**config.mk**
```make
export PLATFORM = sky130hd
export DESIGN_NAME = usrt_tx_framer_flat
export DESIGN_NICKNAME = d
export VERILOG_FILES = /design/src/rtl/usrt_tx_framer_if.sv /design/src/rtl/usrt_tx_framer.sv /design/src/flat_wrapper.sv
export SDC_FILE = /design/constraint.sdc
export NUM_CORES = 1
export LEC_CHECK = 0
export BUFFER_PORTS_ARGS = -buffer_cell sky130_fd_sc_hd__buf_2
export CAP_MARGIN = 20
export CORE_MARGIN = 2
export CORE_UTILIZATION = 43
export CTS_BUF_LIST = sky130_fd_sc_hd__clkbuf_16
export DETAILED_ROUTE_END_ITERATION = 6
export PLACE_DENSITY = 0.71
export SYNTH_ARGS = -nofsm -noshare
export SYNTH_HDL_FRONTEND = slang
export SYNTH_SLANG_ARGS = --single-unit
export TNS_END_PERCENT = 1
```
**constraint.sdc**
```tcl
create_clock -name pClk -period 4.84 [get_ports pClk]
set_clock_uncertainty 0.15 [all_clocks]
set_input_delay 0.484 -clock pClk [delete_from_list [all_inputs] [get_ports pClk]]
set_output_delay 0.484 -clock pClk [all_outputs]
set_load 0.005 [all_outputs]
```
**src/rtl/usrt_tx_framer_if.sv**
```systemverilog
// rtl/usrt_tx_framer_if.sv - write-side bus of the USRT transmit framer
//
// Purpose: groups the byte-queue write path and its status flags.
// Signals:
//   wr_en    write strobe, one byte pushed per cycle high
//   wr_data  byte to queue
//   ovr_clr  clears the sticky overflow flag
//   full     queue holds DEPTH bytes
//   empty    queue holds no bytes
//   level    bytes queued, excluding the frame in flight
//   ovr      sticky overflow flag
// Modports: master drives writes (APB side), slave is the framer.
interface usrt_tx_framer_if #(
   parameter int LW = 3
) ();
   logic          wr_en;
   logic [7:0]    wr_data;
   logic          ovr_clr;
   logic          full;
   logic          empty;
   logic [LW-1:0] level;
   logic          ovr;

   modport master (
      output wr_en, wr_data, ovr_clr,
      input  full, empty, level, ovr
   );

   modport slave (
      input  wr_en, wr_data, ovr_clr,
      output full, empty, level, ovr
   );
endinterface

```
**src/rtl/usrt_tx_framer.sv**
```systemverilog
// rtl/usrt_tx_framer.sv - byte FIFO plus 11-bit USRT frame serializer
//
// Purpose: queues bytes from the APB write path and shifts each one out as
// start(1), 8 data bits LSB first, parity (XOR of data), stop(0). Line idles 0.
// Bit times are paced by the single-cycle baud tick.
// Ports:
//   pClk    system clock
//   uRst    synchronous active-high reset
//   tick    baud tick, one bit time per tick interval
//   en      transmit enable, gates frame start only
//   wr_bus  write path and queue status (usrt_tx_framer_if.slave)
//   Tx      registered serial line
//   busy    a frame is on the line
module usrt_tx_framer #(
   parameter int DEPTH = 4,
   parameter int LW    = 3
) (
   input  logic              pClk,
   input  logic              uRst,
   input  logic              tick,
   input  logic              en,
   usrt_tx_framer_if.slave   wr_bus,
   output logic              Tx,
   output logic              busy
);

   localparam int PW = $clog2(DEPTH);

   typedef enum logic [2:0] {
      IDLE   = 3'd0,
      START  = 3'd1,
      DATA   = 3'd2,
      PARITY = 3'd3,
      STOP   = 3'd4
   } state_t;

   logic [7:0]    mem [DEPTH];
   logic [PW-1:0] wr_ptr;
   logic [PW-1:0] rd_ptr;
   logic [LW-1:0] level_q;
   logic [LW-1:0] level_d;
   logic          full_q;
   logic          empty_q;
   logic          ovr_q;

   state_t        state_q;
   state_t        state_d;
   logic [2:0]    bitcnt_q;
   logic [2:0]    bitcnt_d;
   logic [7:0]    shift_q;
   logic [7:0]    shift_d;
   logic          par_q;
   logic          par_d;
   logic          tx_q;
   logic          tx_d;
   logic          busy_q;

   logic          launch;
   logic          push;
   logic          pop;
   logic [7:0]    head;

   // A frame may start from IDLE or straight out of STOP (back-to-back).
   // empty_q is registered, so a byte written on a tick cycle cannot launch
   // on that same tick.
   assign launch = tick && en && !empty_q && (state_q == IDLE || state_q == STOP);
   assign pop    = launch;
   assign push   = wr_bus.wr_en && !full_q;
   assign head   = mem[rd_ptr];

   // ---------------- FIFO ----------------
   always_ff @(posedge pClk) begin
      if (push) begin
         mem[wr_ptr] <= wr_bus.wr_data;
      end
   end

   always_comb begin
      level_d = level_q;
      if (push && !pop) begin
         level_d = level_q + LW'(1);
      end else if (pop && !push) begin
         level_d = level_q - LW'(1);
      end
   end

   always_ff @(posedge pClk) begin
      if (uRst) begin
         wr_ptr  <= '0;
         rd_ptr  <= '0;
         level_q <= '0;
         full_q  <= 1'b0;
         empty_q <= 1'b1;
         ovr_q   <= 1'b0;
      end else begin
         if (push) begin
            wr_ptr <= wr_ptr + PW'(1);
         end
         if (pop) begin
            rd_ptr <= rd_ptr + PW'(1);
         end
         level_q <= level_d;
         full_q  <= (level_d == LW'(DEPTH));
         empty_q <= (level_d == '0);
         // Overflow is judged on the registered full flag, so a pop in the
         // same cycle does not rescue the byte; set beats clear.
         if (wr_bus.wr_en && full_q) begin
            ovr_q <= 1'b1;
         end else if (wr_bus.ovr_clr) begin
            ovr_q <= 1'b0;
         end
      end
   end

   // ---------------- FSM: state register ----------------
   always_ff @(posedge pClk) begin
      if (uRst) begin
         state_q <= IDLE;
      end else begin
         state_q <= state_d;
      end
   end

   // ---------------- FSM: next state ----------------
   always_comb begin
      state_d = state_q;
      if (tick) begin
         case (state_q)
            IDLE:    state_d = launch ? START : IDLE;
            START:   state_d = DATA;
            DATA:    state_d = (bitcnt_q == 3'd7) ? PARITY : DATA;
            PARITY:  state_d = STOP;
            STOP:    state_d = launch ? START : IDLE;
            default: state_d = IDLE;
         endcase
      end
   end

   // ---------------- FSM: outputs / datapath next values ----------------
   always_comb begin
      tx_d     = tx_q;
      bitcnt_d = bitcnt_q;
      shift_d  = shift_q;
      par_d    = par_q;
      if (tick) begin
         case (state_q)
            IDLE, STOP: begin
               if (launch) begin
                  shift_d = head;
                  par_d   = ^head;
                  tx_d    = 1'b1;
               end else begin
                  tx_d    = 1'b0;
               end
            end
            START: begin
               tx_d     = shift_q[0];
               bitcnt_d = 3'd0;
            end
            DATA: begin
               if (bitcnt_q != 3'd7) begin
                  tx_d     = shift_q[bitcnt_q + 3'd1];
                  bitcnt_d = bitcnt_q + 3'd1;
               end else begin
                  tx_d     = par_q;
               end
            end
            PARITY: begin
               tx_d = 1'b0;
            end
            default: begin
               tx_d = 1'b0;
            end
         endcase
      end
   end

   always_ff @(posedge pClk) begin
      if (uRst) begin
         tx_q     <= 1'b0;
         bitcnt_q <= 3'd0;
         shift_q  <= 8'd0;
         par_q    <= 1'b0;
         busy_q   <= 1'b0;
      end else begin
         tx_q     <= tx_d;
         bitcnt_q <= bitcnt_d;
         shift_q  <= shift_d;
         par_q    <= par_d;
         busy_q   <= (state_d != IDLE);
      end
   end

   assign Tx           = tx_q;
   assign busy         = busy_q;
   assign wr_bus.full  = full_q;
   assign wr_bus.empty = empty_q;
   assign wr_bus.level = level_q;
   assign wr_bus.ovr   = ovr_q;

endmodule

```
**src/flat_wrapper.sv**
```systemverilog
// flat-port wrapper written by rule: the top's interface ports become plain ports
module usrt_tx_framer_flat 
#(
   parameter int DEPTH = 4,
   parameter int LW    = 3
)
  (pClk, uRst, tick, en, Tx, busy, wr_bus_wr_en, wr_bus_wr_data, wr_bus_ovr_clr, wr_bus_full, wr_bus_empty, wr_bus_level, wr_bus_ovr);
  usrt_tx_framer_if #(.LW(LW)) wr_bus_i ();
  input  logic pClk;
  input  logic uRst;
  input  logic tick;
  input  logic en;
  output logic Tx;
  output logic busy;
  input wire logic [$bits(wr_bus_i.wr_en)-1:0] wr_bus_wr_en;
  input wire logic [$bits(wr_bus_i.wr_data)-1:0] wr_bus_wr_data;
  input wire logic [$bits(wr_bus_i.ovr_clr)-1:0] wr_bus_ovr_clr;
  output wire logic [$bits(wr_bus_i.full)-1:0] wr_bus_full;
  output wire logic [$bits(wr_bus_i.empty)-1:0] wr_bus_empty;
  output wire logic [$bits(wr_bus_i.level)-1:0] wr_bus_level;
  output wire logic [$bits(wr_bus_i.ovr)-1:0] wr_bus_ovr;
  assign wr_bus_i.wr_en = wr_bus_wr_en;
  assign wr_bus_i.wr_data = wr_bus_wr_data;
  assign wr_bus_i.ovr_clr = wr_bus_ovr_clr;
  assign wr_bus_full = wr_bus_i.full;
  assign wr_bus_empty = wr_bus_i.empty;
  assign wr_bus_level = wr_bus_i.level;
  assign wr_bus_ovr = wr_bus_i.ovr;
  usrt_tx_framer #(.DEPTH(DEPTH), .LW(LW)) u_core (.pClk(pClk), .uRst(uRst), .tick(tick), .en(en), .wr_bus(wr_bus_i), .Tx(Tx), .busy(busy));
endmodule
```
# After elaboration in Yosys (flattened, before gate mapping)
# Memory sizes are Yosys's and may differ from the RTL's. A register that Yosys moved wholly into a read port is not among the register bits.
# Index checks and enable logic that the tools add are counted.
totals:
  memories: 1
  ff_bits: 27
  mem_bits_rw: 32
  input_bits: 14
mem_list:
  columns: ["memory", "words", "word_bits", "rd", "rd_clocked_by_memory_dff", "write_ports", "line", "source"]
  rows:
  - ["u_core.mem", 4, 8, 1, 1, 1, "usrt_tx_framer.sv:37", "logic [7:0] mem [DEPTH];"]
op_classes:
  n_reduce_logical: 21
  order_cmp: 1
  add_sub_neg: 5
  mux: 19
  n_eq_ne: 8
ops:
  columns: ["operator", "n"]
  rows:
  - ["2-to-1 mux 3 bit", 4]
  - ["case mux 3 bit (4 select lines)", 1]
  - ["equality test 3 bit (second input constant)", 3]
  - ["2-to-1 mux 1 bit", 9]
  - ["XOR reduction 8 bit", 1]
  - ["logical AND 1 bit", 7]
  - ["adder 3 x 1 -> 3 bit (second input constant)", 2]
  - ["equality test 3 x 2 -> 1 bit (second input constant)", 2]
  - ["zero test 3 bit", 2]
  - ["case mux 3 bit (2 select lines)", 1]
  - ["AND reduction 3 bit", 2]
  - ["adder 2 x 1 -> 2 bit (second input constant)", 2]
  - ["zero test 1 bit", 4]
  - ["less-than comparator 3 x 4 -> 1 bit (second input constant)", 1]
  - ["2-to-1 mux 2 bit", 2]
  - ["nonzero test 2 bit", 2]
  - ["binary-select mux 1 bit (select 3 bit)", 1]
  - ["equality test 3 x 1 -> 1 bit (second input constant)", 1]
  - ["!= test 3 bit (second input constant)", 1]
  - ["case mux 1 bit (3 select lines)", 1]
  - ["nonzero test 3 bit", 1]
  - ["subtractor 3 x 1 -> 3 bit (second input constant)", 1]
  - ["!= test 2 x 1 -> 1 bit (second input constant)", 1]
  - ["OR reduction 2 bit", 1]
  - ["logical OR 1 bit", 1]

# Logic depth before layout (Yosys ltp)
logic_depth:
  depth_word: 7
  ltp_mapped: 7
  ltp_nobuf: 7

# Least setup slack after synthesis
# No wires, ideal clock.
synth_path:
  kind: "reg2reg"
  start: "register (tool-made name)"
  end: "register u_core.par_q"
  slack_ns: 3.013
  path_buffers: 1
  required_time_ns: 4.611
  setup_ns: 0.079
  stages_incl_launch_ff: 7
  arrival_time_ns: 1.598
  period_less_slack_ns: 1.827
  cell_sequence: "dfxtp_1 > buf_6 > mux4_2 > xnor2_1 > xnor2_1 > xnor2_1 > a211oi_2"
synth_rtl:
  columns: ["item", "line", "source"]
  rows:
  - ["end signal, assigned", "usrt_tx_framer.sv:189", "par_q <= par_d;"]
  - ["end, declared", "usrt_tx_framer.sv:52", "logic par_q;"]

==> results.ini <==
[detailed_routing]
drtPass1Iterations=4
drtIter0Drc=131
drc=0
via_per_inst=5.135
ant_nets=0
wl_per_cell_um=14.90
num_vias=1556
routed_wl_um=4514

[placement]
routabilityCongestion=0.8124
post-place-cells=287
dp_slack_ps=2552
port_buffers=21
post-dp-hpwl_um=2869

[synth]
synthCells=201
synth_common_cells=edfxtp_1, dfxtp_1, nand2_1
ys_seq_elements=61
syn_area_um2=2559
synth_edf_count=32
synth_cell_types=37
synth_area_leaders=edfxtp_1, dfxtp_1, mux4_2
avgSynthCellArea_um2=12.73
ys_warn_count=0
yosys.area.top_type=edfxtp_1
synthArstFlopShare=0
seq_area_frac_synth=0.6024
synth_top_area_share=0.3756
synthFlopType=edfxtp_1
synth_nets=223
synth.most_common_cell=edfxtp_1

[clock_network]
cts_hold_buf=0
insertion_delay_ps=330
cts_root_buffer=clkbuf_16
cts_max_level=3
cts.sinks=61
clockBufferDepth=2
clk_pin_slew_worst_paths_ps=50
cts_setup_buffers=0
cts_made_buffers=9
tritoncts=yes
cts_resized=0

[cells_and_area]
post-route-util=0.5141
final_cell_count_no_fill=303
areaGrowthSynthToFinish_pct=17.55
drive_above_1_share=0.2237
final_nets=245
antenna_cells=0

[setup_path]
crit_chain=mux4_2, xnor2_1, xnor2_1, xnor2_1, a211oi_2
path_common_cell=xnor2_1
crit_path_start_kind=flip-flop
cpPeakStageDelay_ps=640
end_kind=flip-flop
required_ps=4860
r2r_cells=5
crit_fanout=8
arrival_ps=2240
r2r-end=u_core.par_q$_SDFFE_PP0P_
r2r_slack_ps=2620
crit_type=flip-flop to flip-flop
cpMaxStageDelayCell=dfxtp_1

[global_route]
grt_pass1_vias=1534
grt-ovfl-total=0
grt_usage=0.1606
grt_start_max_net_pins=29
grt_pass1_wl_um=7452
antenna_found_initial=0

[power]
powerDensity_nw_per_um2=448.6
p_leak_nw=1.052
total_power_w=0.001349
ir_drop_uv=237.3

[timing]
maxSlewViolCount=0
setup_slack_ps=2623
worst_pin_slew_ps=846.4
fmax_mhz=451.0
period_needed_ps=2217
finalSetupTns_ps=0
finalCritPeriodShare=0.4581
finalSetupViolations=0
relSlewSlack=0.4337
hold_viol=0
rsz0062_at_grt=no

[die]
die_area_um2=6584
start_util=0.4373
fp.dieW_um=81.14
core-area_um2=5851
die_h_um=81.14
ios=22
rows=28

[min_path]
hold_class=primary input to flip-flop
hold_depth=1
hold_end=u_core.mem[3][0]$_DFFE_PP_
worstHoldStart=wr_bus_wr_data[0]

[job]
drv.max_cap_violation_count=0

[status]
outcome=finished, final reports clean

## worst max-delay path by stage
stage | from | to | slack, ps | cells past startpoint
floorplan | flip-flop | u_core.par_q$_SDFFE_PP0P_ | 3010 | 6
global placement | tick | flip-flop | 2630 | 6
detailed placement | tick | flip-flop | 2550 | 6
CTS | flip-flop | u_core.par_q$_SDFFE_PP0P_ | 2580 | 5
global route | flip-flop | u_core.par_q$_SDFFE_PP0P_ | 2450 | 5
finish | flip-flop | u_core.par_q$_SDFFE_PP0P_ | 2620 | 5
## registers in the layout, indices dropped and copies added (netlist names), named ones only
| register | flops |
|---|---|
| u_core.wr_bus.ovr | 1 |
| u_core.busy | 1 |
| u_core.wr_bus.full | 1 |
| u_core.wr_bus.empty | 1 |
| u_core.mem | 32 |
| u_core.state_q | 3 |
| u_core.wr_ptr | 2 |
| u_core.rd_ptr | 2 |
| u_core.bitcnt_q | 3 |
| u_core.wr_bus.level | 3 |
| u_core.par_q | 1 |
| u_core.Tx | 1 |
| u_core.shift_q | 8 |
## stage by stage
stage	cell area (um2)	hold WS [ps]
after detailed placement	2709	298.8
after CTS	3008	216.3
after global routing	3008	223.4
after global placement	2709	292.2
final	3008	222.4
after floorplan	2559	283.1
## cell type report
type	instances	area, um2
fillers	499	2843
flip-flops and latches	61	1541
multi-input cells	125	949.7
clock buffers	9	225.2
repair buffers	21	105.1
well taps	75	93.84
clock inverters	7	73.82
inverters	5	18.77
## cells in the final DEF (no fill, tap or decap), types with 2 or more instances in the layout
cell type	count
nor3b_1	3
inv_1	5
nand2b_1	3
a311oi_1	3
mux4_2	10
o21ai_0	2
clkinv_4	2
dfxtp_1	29
edfxtp_1	32
mux2i_1	3
inv_6	2
or2_2	3
nand2_1	27
ha_1	8
xnor2_1	10
clkbuf_16	9
nor2_1	14
nor3_1	2
buf_2	21
and2_1	4
a21oi_1	17
## metal layers
metal | global-route usage | vias up | wire [um]
li1 | - | 772 | -
met1 | 0.1895 | 741 | 2063
met2 | 0.2512 | 29 | 2112
met3 | 0.04000 | 14 | 143
met4 | 0.1237 | 0 | 195
met5 | 0 | - | 0
## worst max-delay path: cells and delay by family (launching register included)
family / cells / cell delay (ps)
AOI/OAI and AO/OA: 1 / 90
xor gates and xnor gates: 3 / 560
DFF: 1 / 640
muxes: 1 / 610
## logic make-up after synthesis
kind of cell,after synthesis,synth area share
buf+inv,15,0.02640
flops,61,0.6024
compound gates,30,0.07335
fa+ha+maj,8,0.03912
simple gates,63,0.1213
mux,13,0.09976
xor+xnor,11,0.03765
## where the power goes
group / internal [W] / switching [W] / total, W
clock: 0.000400 / 0.000230 / 0.000630
sequential: 0.000574 / 0.0000209 / 0.000595
combinational: 0.0000604 / 0.0000637 / 0.000124
Note: power is estimated with default switching activity, not from simulation.
